**src/rtl/mips_ctrl_pkg.sv**
```systemverilog
// Shared definitions for the multicycle MIPS control path: opcodes, state encoding and
// control-word field codes. MC_ADDI_EN adds the addi execute/write-back states.
package mips_ctrl_pkg;

    localparam logic [5:0] OP_RTYPE = 6'b000000;
    localparam logic [5:0] OP_J     = 6'b000010;
    localparam logic [5:0] OP_BEQ   = 6'b000100;
    localparam logic [5:0] OP_ADDI  = 6'b001000;
    localparam logic [5:0] OP_LW    = 6'b100011;
    localparam logic [5:0] OP_SW    = 6'b101011;

    localparam logic [1:0] ALUOP_ADD   = 2'b00;
    localparam logic [1:0] ALUOP_SUB   = 2'b01;
    localparam logic [1:0] ALUOP_FUNCT = 2'b10;

    localparam logic [1:0] PCSRC_ALU    = 2'b00;
    localparam logic [1:0] PCSRC_ALUOUT = 2'b01;
    localparam logic [1:0] PCSRC_JUMP   = 2'b10;

    localparam logic [1:0] ALUSRCB_REG    = 2'b00;
    localparam logic [1:0] ALUSRCB_FOUR   = 2'b01;
    localparam logic [1:0] ALUSRCB_IMM    = 2'b10;
    localparam logic [1:0] ALUSRCB_IMM_SH = 2'b11;

    localparam logic [1:0] FAULT_NONE    = 2'b00;
    localparam logic [1:0] FAULT_ILLEGAL = 2'b01;
    localparam logic [1:0] FAULT_TIMEOUT = 2'b10;

    typedef enum logic [3:0] {
        StFetch,
        StDecode,
        StMemAddr,
        StMemRead,
        StMemWb,
        StMemWrite,
        StExecute,
        StRWb,
        StBranch,
        StJump
`ifdef MC_ADDI_EN
        ,
        StAddiExec,
        StAddiWb
`endif
    } state_e;

    typedef struct packed {
        logic       pc_write;
        logic       pc_write_cond;
        logic       i_or_d;
        logic       mem_read;
        logic       mem_write;
        logic       mem_to_reg;
        logic       ir_write;
        logic [1:0] pc_source;
        logic [1:0] alu_op;
        logic       alu_src_a;
        logic [1:0] alu_src_b;
        logic       reg_write;
        logic       reg_dst;
        logic       instr_done;
    } ctrl_t;

    // States that wait on the memory handshake and are covered by the watchdog.
    function automatic logic is_mem_wait_state(input state_e s);
        return (s == StFetch) || (s == StMemRead) || (s == StMemWrite);
    endfunction

endpackage

```
**src/rtl/mc_output_decode.sv**
```systemverilog
// Combinational Moore decode of the control state into the datapath control word.
// mem_ready only qualifies the handshake-completion outputs of FETCH and MEM_WRITE.
module mc_output_decode
    import mips_ctrl_pkg::*;
(
    input  state_e i_state,
    input  logic   i_mem_ready,
    output ctrl_t  o_ctrl
);

    always_comb begin
        o_ctrl = '0;
        unique case (i_state)
            StFetch: begin
                o_ctrl.mem_read  = 1'b1;
                o_ctrl.alu_src_b = ALUSRCB_FOUR;
                o_ctrl.alu_op    = ALUOP_ADD;
                o_ctrl.pc_source = PCSRC_ALU;
                o_ctrl.ir_write  = i_mem_ready;
                o_ctrl.pc_write  = i_mem_ready;
            end
            StDecode: begin
                // Precompute the branch target into ALUOut.
                o_ctrl.alu_src_b = ALUSRCB_IMM_SH;
                o_ctrl.alu_op    = ALUOP_ADD;
            end
            StMemAddr: begin
                o_ctrl.alu_src_a = 1'b1;
                o_ctrl.alu_src_b = ALUSRCB_IMM;
                o_ctrl.alu_op    = ALUOP_ADD;
            end
            StMemRead: begin
                o_ctrl.mem_read = 1'b1;
                o_ctrl.i_or_d   = 1'b1;
            end
            StMemWb: begin
                o_ctrl.reg_write  = 1'b1;
                o_ctrl.mem_to_reg = 1'b1;
                o_ctrl.instr_done = 1'b1;
            end
            StMemWrite: begin
                o_ctrl.mem_write  = 1'b1;
                o_ctrl.i_or_d     = 1'b1;
                o_ctrl.instr_done = i_mem_ready;
            end
            StExecute: begin
                o_ctrl.alu_src_a = 1'b1;
                o_ctrl.alu_src_b = ALUSRCB_REG;
                o_ctrl.alu_op    = ALUOP_FUNCT;
            end
            StRWb: begin
                o_ctrl.reg_write  = 1'b1;
                o_ctrl.reg_dst    = 1'b1;
                o_ctrl.instr_done = 1'b1;
            end
            StBranch: begin
                o_ctrl.alu_src_a     = 1'b1;
                o_ctrl.alu_src_b     = ALUSRCB_REG;
                o_ctrl.alu_op        = ALUOP_SUB;
                o_ctrl.pc_write_cond = 1'b1;
                o_ctrl.pc_source     = PCSRC_ALUOUT;
                o_ctrl.instr_done    = 1'b1;
            end
            StJump: begin
                o_ctrl.pc_write   = 1'b1;
                o_ctrl.pc_source  = PCSRC_JUMP;
                o_ctrl.instr_done = 1'b1;
            end
`ifdef MC_ADDI_EN
            StAddiExec: begin
                o_ctrl.alu_src_a = 1'b1;
                o_ctrl.alu_src_b = ALUSRCB_IMM;
                o_ctrl.alu_op    = ALUOP_ADD;
            end
            StAddiWb: begin
                o_ctrl.reg_write  = 1'b1;
                o_ctrl.instr_done = 1'b1;
            end
`endif
            default: o_ctrl = '0;
        endcase
    end

endmodule

```
**src/rtl/multicycle_control.sv**
```systemverilog
// Main control FSM and memory watchdog for the multicycle MIPS datapath.
// Define MC_ADDI_EN to make opcode 001000 (addi) legal.
module multicycle_control
    import mips_ctrl_pkg::*;
#(
    parameter int unsigned TIMEOUT = 16
) (
    input  logic       clk,
    input  logic       rst_n,
    input  logic       mem_ready,
    input  logic [5:0] Opcode,
    output logic       PCWrite,
    output logic       PCWriteCond,
    output logic       IorD,
    output logic       MemRead,
    output logic       MemWrite,
    output logic       MemtoReg,
    output logic       IRWrite,
    output logic [1:0] PCSource,
    output logic [1:0] ALUOp,
    output logic       ALUSrcA,
    output logic [1:0] ALUSrcB,
    output logic       RegWrite,
    output logic       RegDst,
    output logic       InstrDone,
    output logic [1:0] Fault
);

    localparam int unsigned CntW = (TIMEOUT > 0) ? $clog2(TIMEOUT + 1) : 1;
    localparam logic [CntW-1:0] TimeoutCnt = CntW'(TIMEOUT);
    localparam bit WdogEn = (TIMEOUT != 0);

    state_e          r_state;
    state_e          w_state_d;
    logic [CntW-1:0] r_wait;
    logic [CntW-1:0] w_wait_d;
    logic            w_wait_state;
    logic            w_timeout;
    logic            w_we_ok;
    logic [1:0]      w_fault;
    ctrl_t           w_ctrl;

    assign w_wait_state = is_mem_wait_state(r_state);
    // A completing handshake on the deadline cycle takes priority over the timeout.
    assign w_timeout = WdogEn && w_wait_state && !mem_ready && (r_wait == TimeoutCnt);

    always_comb begin
        w_state_d = r_state;
        w_fault   = FAULT_NONE;
        unique case (r_state)
            StFetch: if (mem_ready) w_state_d = StDecode;
            StDecode: begin
                unique case (Opcode)
                    OP_LW, OP_SW: w_state_d = StMemAddr;
                    OP_RTYPE:     w_state_d = StExecute;
                    OP_BEQ:       w_state_d = StBranch;
                    OP_J:         w_state_d = StJump;
`ifdef MC_ADDI_EN
                    OP_ADDI:      w_state_d = StAddiExec;
`endif
                    default: begin
                        w_state_d = StFetch;
                        w_fault   = FAULT_ILLEGAL;
                    end
                endcase
            end
            StMemAddr:  w_state_d = (Opcode == OP_SW) ? StMemWrite : StMemRead;
            StMemRead:  if (mem_ready) w_state_d = StMemWb;
            StMemWrite: if (mem_ready) w_state_d = StFetch;
            StExecute:  w_state_d = StRWb;
`ifdef MC_ADDI_EN
            StAddiExec: w_state_d = StAddiWb;
`endif
            default:    w_state_d = StFetch;
        endcase
        if (w_timeout) begin
            w_state_d = StFetch;
            w_fault   = FAULT_TIMEOUT;
        end
    end

    // Clearing on timeout as well lets a FETCH timeout restart with a fresh budget.
    always_comb begin
        w_wait_d = r_wait;
        if ((w_state_d != r_state) || w_timeout) begin
            w_wait_d = '0;
        end else if (w_wait_state && !mem_ready && (r_wait != TimeoutCnt)) begin
            w_wait_d = r_wait + 1'b1;
        end
    end

    always_ff @(posedge clk or negedge rst_n) begin
        if (!rst_n) begin
            r_state <= StFetch;
            r_wait  <= '0;
        end else begin
            r_state <= w_state_d;
            r_wait  <= w_wait_d;
        end
    end

    mc_output_decode u_output_decode (
        .i_state     (r_state),
        .i_mem_ready (mem_ready),
        .o_ctrl      (w_ctrl)
    );

    assign w_we_ok = rst_n && !w_timeout;

    assign PCWrite     = w_ctrl.pc_write & w_we_ok;
    assign PCWriteCond = w_ctrl.pc_write_cond & w_we_ok;
    assign IorD        = w_ctrl.i_or_d;
    assign MemRead     = w_ctrl.mem_read;
    assign MemWrite    = w_ctrl.mem_write & w_we_ok;
    assign MemtoReg    = w_ctrl.mem_to_reg;
    assign IRWrite     = w_ctrl.ir_write & w_we_ok;
    assign PCSource    = w_ctrl.pc_source;
    assign ALUOp       = w_ctrl.alu_op;
    assign ALUSrcA     = w_ctrl.alu_src_a;
    assign ALUSrcB     = w_ctrl.alu_src_b;
    assign RegWrite    = w_ctrl.reg_write & w_we_ok;
    assign RegDst      = w_ctrl.reg_dst;
    assign InstrDone   = w_ctrl.instr_done;
    assign Fault       = w_fault;

endmodule

```
**config.mk**
```make
export PLATFORM = sky130hd
export DESIGN_NAME = multicycle_control
export DESIGN_NICKNAME = d
export VERILOG_FILES = /design/src/rtl/mips_ctrl_pkg.sv /design/src/rtl/mc_output_decode.sv /design/src/rtl/multicycle_control.sv
export SDC_FILE = /design/constraint.sdc
export NUM_CORES = 1
export LEC_CHECK = 0
export BUFFER_PORTS_ARGS = -buffer_cell sky130_fd_sc_hd__buf_2
export CAP_MARGIN = 20
export CORE_MARGIN = 4
export CORE_UTILIZATION = 52
export CTS_BUF_LIST = sky130_fd_sc_hd__clkbuf_2 sky130_fd_sc_hd__clkbuf_4 sky130_fd_sc_hd__clkbuf_8
export CTS_CLUSTER_DIAMETER = 30
export CTS_CLUSTER_SIZE = 30
export DETAILED_ROUTE_END_ITERATION = 8
export HOLD_SLACK_MARGIN = 0.08
export PLACE_DENSITY = 0.82
export SLEW_MARGIN = 20
export SYNTH_ARGS = -nofsm -noshare
export SYNTH_HDL_FRONTEND = slang
export SYNTH_SLANG_ARGS = --single-unit
```
**constraint.sdc**
```tcl
create_clock -name clk -period 2.2 [get_ports clk]
set_input_delay 0.11 -clock clk [delete_from_list [all_inputs] [get_ports clk]]
set_output_delay 0.11 -clock clk [all_outputs]
set_load 0.01 [all_outputs]
```
==> flow_metrics.py <==
metrics = {
    "route": {
        "drt_first_iter_violations": 25,
        "routed_via_density": 5.91,
        "drc": 0,
        "routedWlPerCell_um": 13.4,
        "aggregate_routed_wire_length_mm": 2.16,
        "num_vias": 952,
        "drt_pass1_iterations": 4,
        "antenna_violating_nets_post_route": 0,
    },
    "yosys": {
        "synthesis.yosys.warnings": 0,
        "synth_edf_count": 0,
        "post_synth_fa_ha_maj_area_fraction": 0.0290,
        "synth_largest_area_cell": "sky130_fd_sc_hd__dfrtp_1",
        "synth_top_area_frac": 0.261,
        "synth.lib_cells_used.distinct": 42,
        "postSynthRegisterBits": 9,
        "post_synth_xor_area_fraction": 0.0609,
        "synth_top_flop_cell": "sky130_fd_sc_hd__dfrtp_1",
        "synth-compound-area-share": 0.217,
        "async_flop_share": 1.00,
        "most_common_cell_in_the_netlist": "sky130_fd_sc_hd__nor2_1",
        "netlist_instances": 115,
        "synth_area_leaders": "sky130_fd_sc_hd__dfrtp_1, sky130_fd_sc_hd__nor2_1, sky130_fd_sc_hd__nor3_1",
        "syn_avg_cell_area_um2": 7.51,
        "post_synth_instance_area_um2": 863,
        "synth_sequential_area_ratio": 0.261,
        "simple_gate_share_of_the_synthesized_area": 0.349,
        "post_synth_most_frequent_cells": "sky130_fd_sc_hd__nor2_1, sky130_fd_sc_hd__nor3_1, sky130_fd_sc_hd__dfrtp_1",
        "muxShareOfSynthArea": 0.0116,
        "main_combinational_cell_family_by_area_after_synthesis": "simple AND/OR/NAND/NOR gates",
        "syn_nets": 126,
    },
    "global_route": {
        "wire_length_of_the_first_global_routing_pass_mm": 3.80,
        "gr-usage-all-layers": 0.190,
        "antenna_found_initial": 0,
        "grt_overflow": 0,
        "grt_max_degree": 13,
        "grt_pass1_vias": 872,
    },
    "layout": {
        "share_of_final_layout_standard_cells_stronger_than_drive_strength_1": 0.303,
        "multi_input_area_um2": 581,
        "final_net_count": 157,
        "antennaDiodeCount": 0,
        "finish.utilization": 0.691,
        "seqCellArea_um2": 225,
        "area_growth_pct": 23.3,
        "fillCellCount": 130,
    },
    "min_path": {
        "hold_path.class": "input pin to flip-flop",
    },
    "pwr": {
        "power_density_nw_per_um2": 609,
        "power.ir.vdd_worst_uv": 432,
        "cellLeakagePower_nw": 0.531,
    },
    "sta": {
        "final.min_clock_period_ps": 2010,
        "final_hold_viol_count": 0,
        "fin_setup_tns_ps": 0,
        "timing.final.max_slew_violations": 0,
        "final_setup_skew_ps": 4.10,
        "grt_setup_unrepaired": "no",
        "max_slew.worst_pin.slew_ps": 417,
        "finalSetupViolations": 0,
        "max_slew_margin": 0.722,
        "timing.final.crit_share": 0.913,
        "achievable-frequency_mhz": 498,
    },
    "clock_tree": {
        "cts.repair_timing.setup_buffer_count": 0,
        "cts_htree_levels": 1,
        "worst_setup_hold_path_clk_slew_ps": 50,
        "cts_buffer_depth": 2,
        "numClockSinks": 9,
        "tritoncts": "yes",
        "clock-root-buffer": "sky130_fd_sc_hd__clkbuf_4",
        "cts_inserted_buffers": 3,
        "clk_latency_ps": 250,
    },
    "floorplan": {
        "die_width_um": 48.7,
        "io-pin-count": 28,
        "initial_utilization": 0.560,
        "area_of_the_placeable_core_um2": 1540,
        "placement_rows": 14,
        "die_y_um": 48.7,
        "die_area_um2": 2380,
    },
    "setup_path": {
        "endpoint_kind": "output pin",
        "cp.required_ps": 2090,
        "critPathMaxFanout": 11,
        "ws_path_type": "flip-flop to output pin",
        "worst_setup_path_start_kind": "flip-flop",
        "critPathArrivalTime_ps": 1900,
        "worst-r2r-setup-slack_ps": 200,
    },
    "job": {
        "timing.max_cap.violations": 0,
    },
    "placed_design": {
        "place.gp.congestion": 0.899,
        "dp_hpwl_mm": 1.76,
        "count_of_input_and_output_buffers": 27,
    },
    "status": {
        "status": "finished, final reports clean",
    },
}
[report_power, final]
part           internal, W  switching (W)  total [W]
combinational     0.000131       0.000162   0.000294
clock            0.0000816      0.0000479   0.000129
sequential        0.000192      0.0000329   0.000225
[stage by stage]
step           std cells  hold WS (ps)  worst slack [ps]  total power (W)  area (um^2)
2_1_floorplan        115          -186               352         0.000421          863
3_3_place_gp         156         -19.0               280         0.000514         1020
3_5_place_dp         156         -17.4               224         0.000520         1020
4_1_cts              161           213              11.6         0.000654         1060
5_1_grt              161           231              24.8         0.000706         1060
6_report             161           226               191         0.000648         1060
[final timing paths]
check	cells after the start	from	to
setup / recovery	7	r_state[2]$_DFF_PN0_	PCWrite
hold / removal	3	Opcode[4]	r_state[3]$_DFF_PN0_
setup reg to reg	5	r_state[2]$_DFF_PN0_	r_wait[3]$_DFFE_PN0P_
max in group asynchronous	2	rst_n	r_state[1]$_DFF_PN0_
hold reg to reg	1	r_wait[0]$_DFFE_PN0P_	r_wait[0]$_DFFE_PN0P_
min in group asynchronous	2	rst_n	r_wait[2]$_DFFE_PN0P_
[cells in the final DEF, fill, tap and decap left out, drive strengths merged, types with 2 or more instances in the layout]
master / netlist / layout
xnor2: 3 / 3
nand3: 2 / 2
nand2b: 5 / 5
o22ai: 2 / 2
clkbuf: 3 / 4
xor2: 3 / 3
nor3: 10 / 10
nand2: 8 / 8
ha: 2 / 2
a211oi: 3 / 3
a31o: 2 / 2
a21oi: 6 / 6
or3b: 3 / 3
inv: 7 / 7
buf: 4 / 32
o21ai: 6 / 6
nor2: 17 / 17
dfrtp: 9 / 9
a31oi: 2 / 2
[layout make-up]
cell class                 count  share of cell area
timing repair buffer          33               0.172
inverter                       7              0.0247
clock buffer                   4              0.0282
tap                           16              0.0188
sequential                     9               0.212
multi-input combinational     92               0.545
[routing by layer]
layer	global-route usage	share of wire	up-vias	wire length (um)
met1	0.250	0.45	447	978
met5	0	0	-	0
met4	0.0628	0.0065	0	14
met3	0.0276	0.055	2	120
li1	-	-	470	-
met2	0.315	0.49	33	1050
[registers in the layout (all words and copies together) (netlist names)]
| name | cells |
|---|---|
| r_wait | 5 |
| r_state | 4 |
[repair_timing]
action                                  in CTS  in global routing
hold buffers                                 1                  0
hold endpoints to repair                     9                  0
endpoints found under the setup margin       0                  4
resized for setup                            0                  2
[worst max-delay path: stages, from the launching register on]
cell and delay [ps]:
sky130_fd_sc_hd__dfrtp_1 520, sky130_fd_sc_hd__buf_4 230, sky130_fd_sc_hd__xor2_1 130, sky130_fd_sc_hd__mux2i_1 150, sky130_fd_sc_hd__nand2_1 100, sky130_fd_sc_hd__o21ai_2 180, sky130_fd_sc_hd__and3b_1 190, sky130_fd_sc_hd__buf_2 130
[cells by family (layout without fill, tap and decap cells)]
kind of cell,count (synthesis),count (layout)
xor gates and xnor gates,6,6
AOI/OAI and AO/OA,28,28
adders and majority gates,2,2
DFF,9,9
buffers and inverters,14,44
and+or+nand+nor,55,55
muxes,1,1
Power figures use the tool's default switching activity.
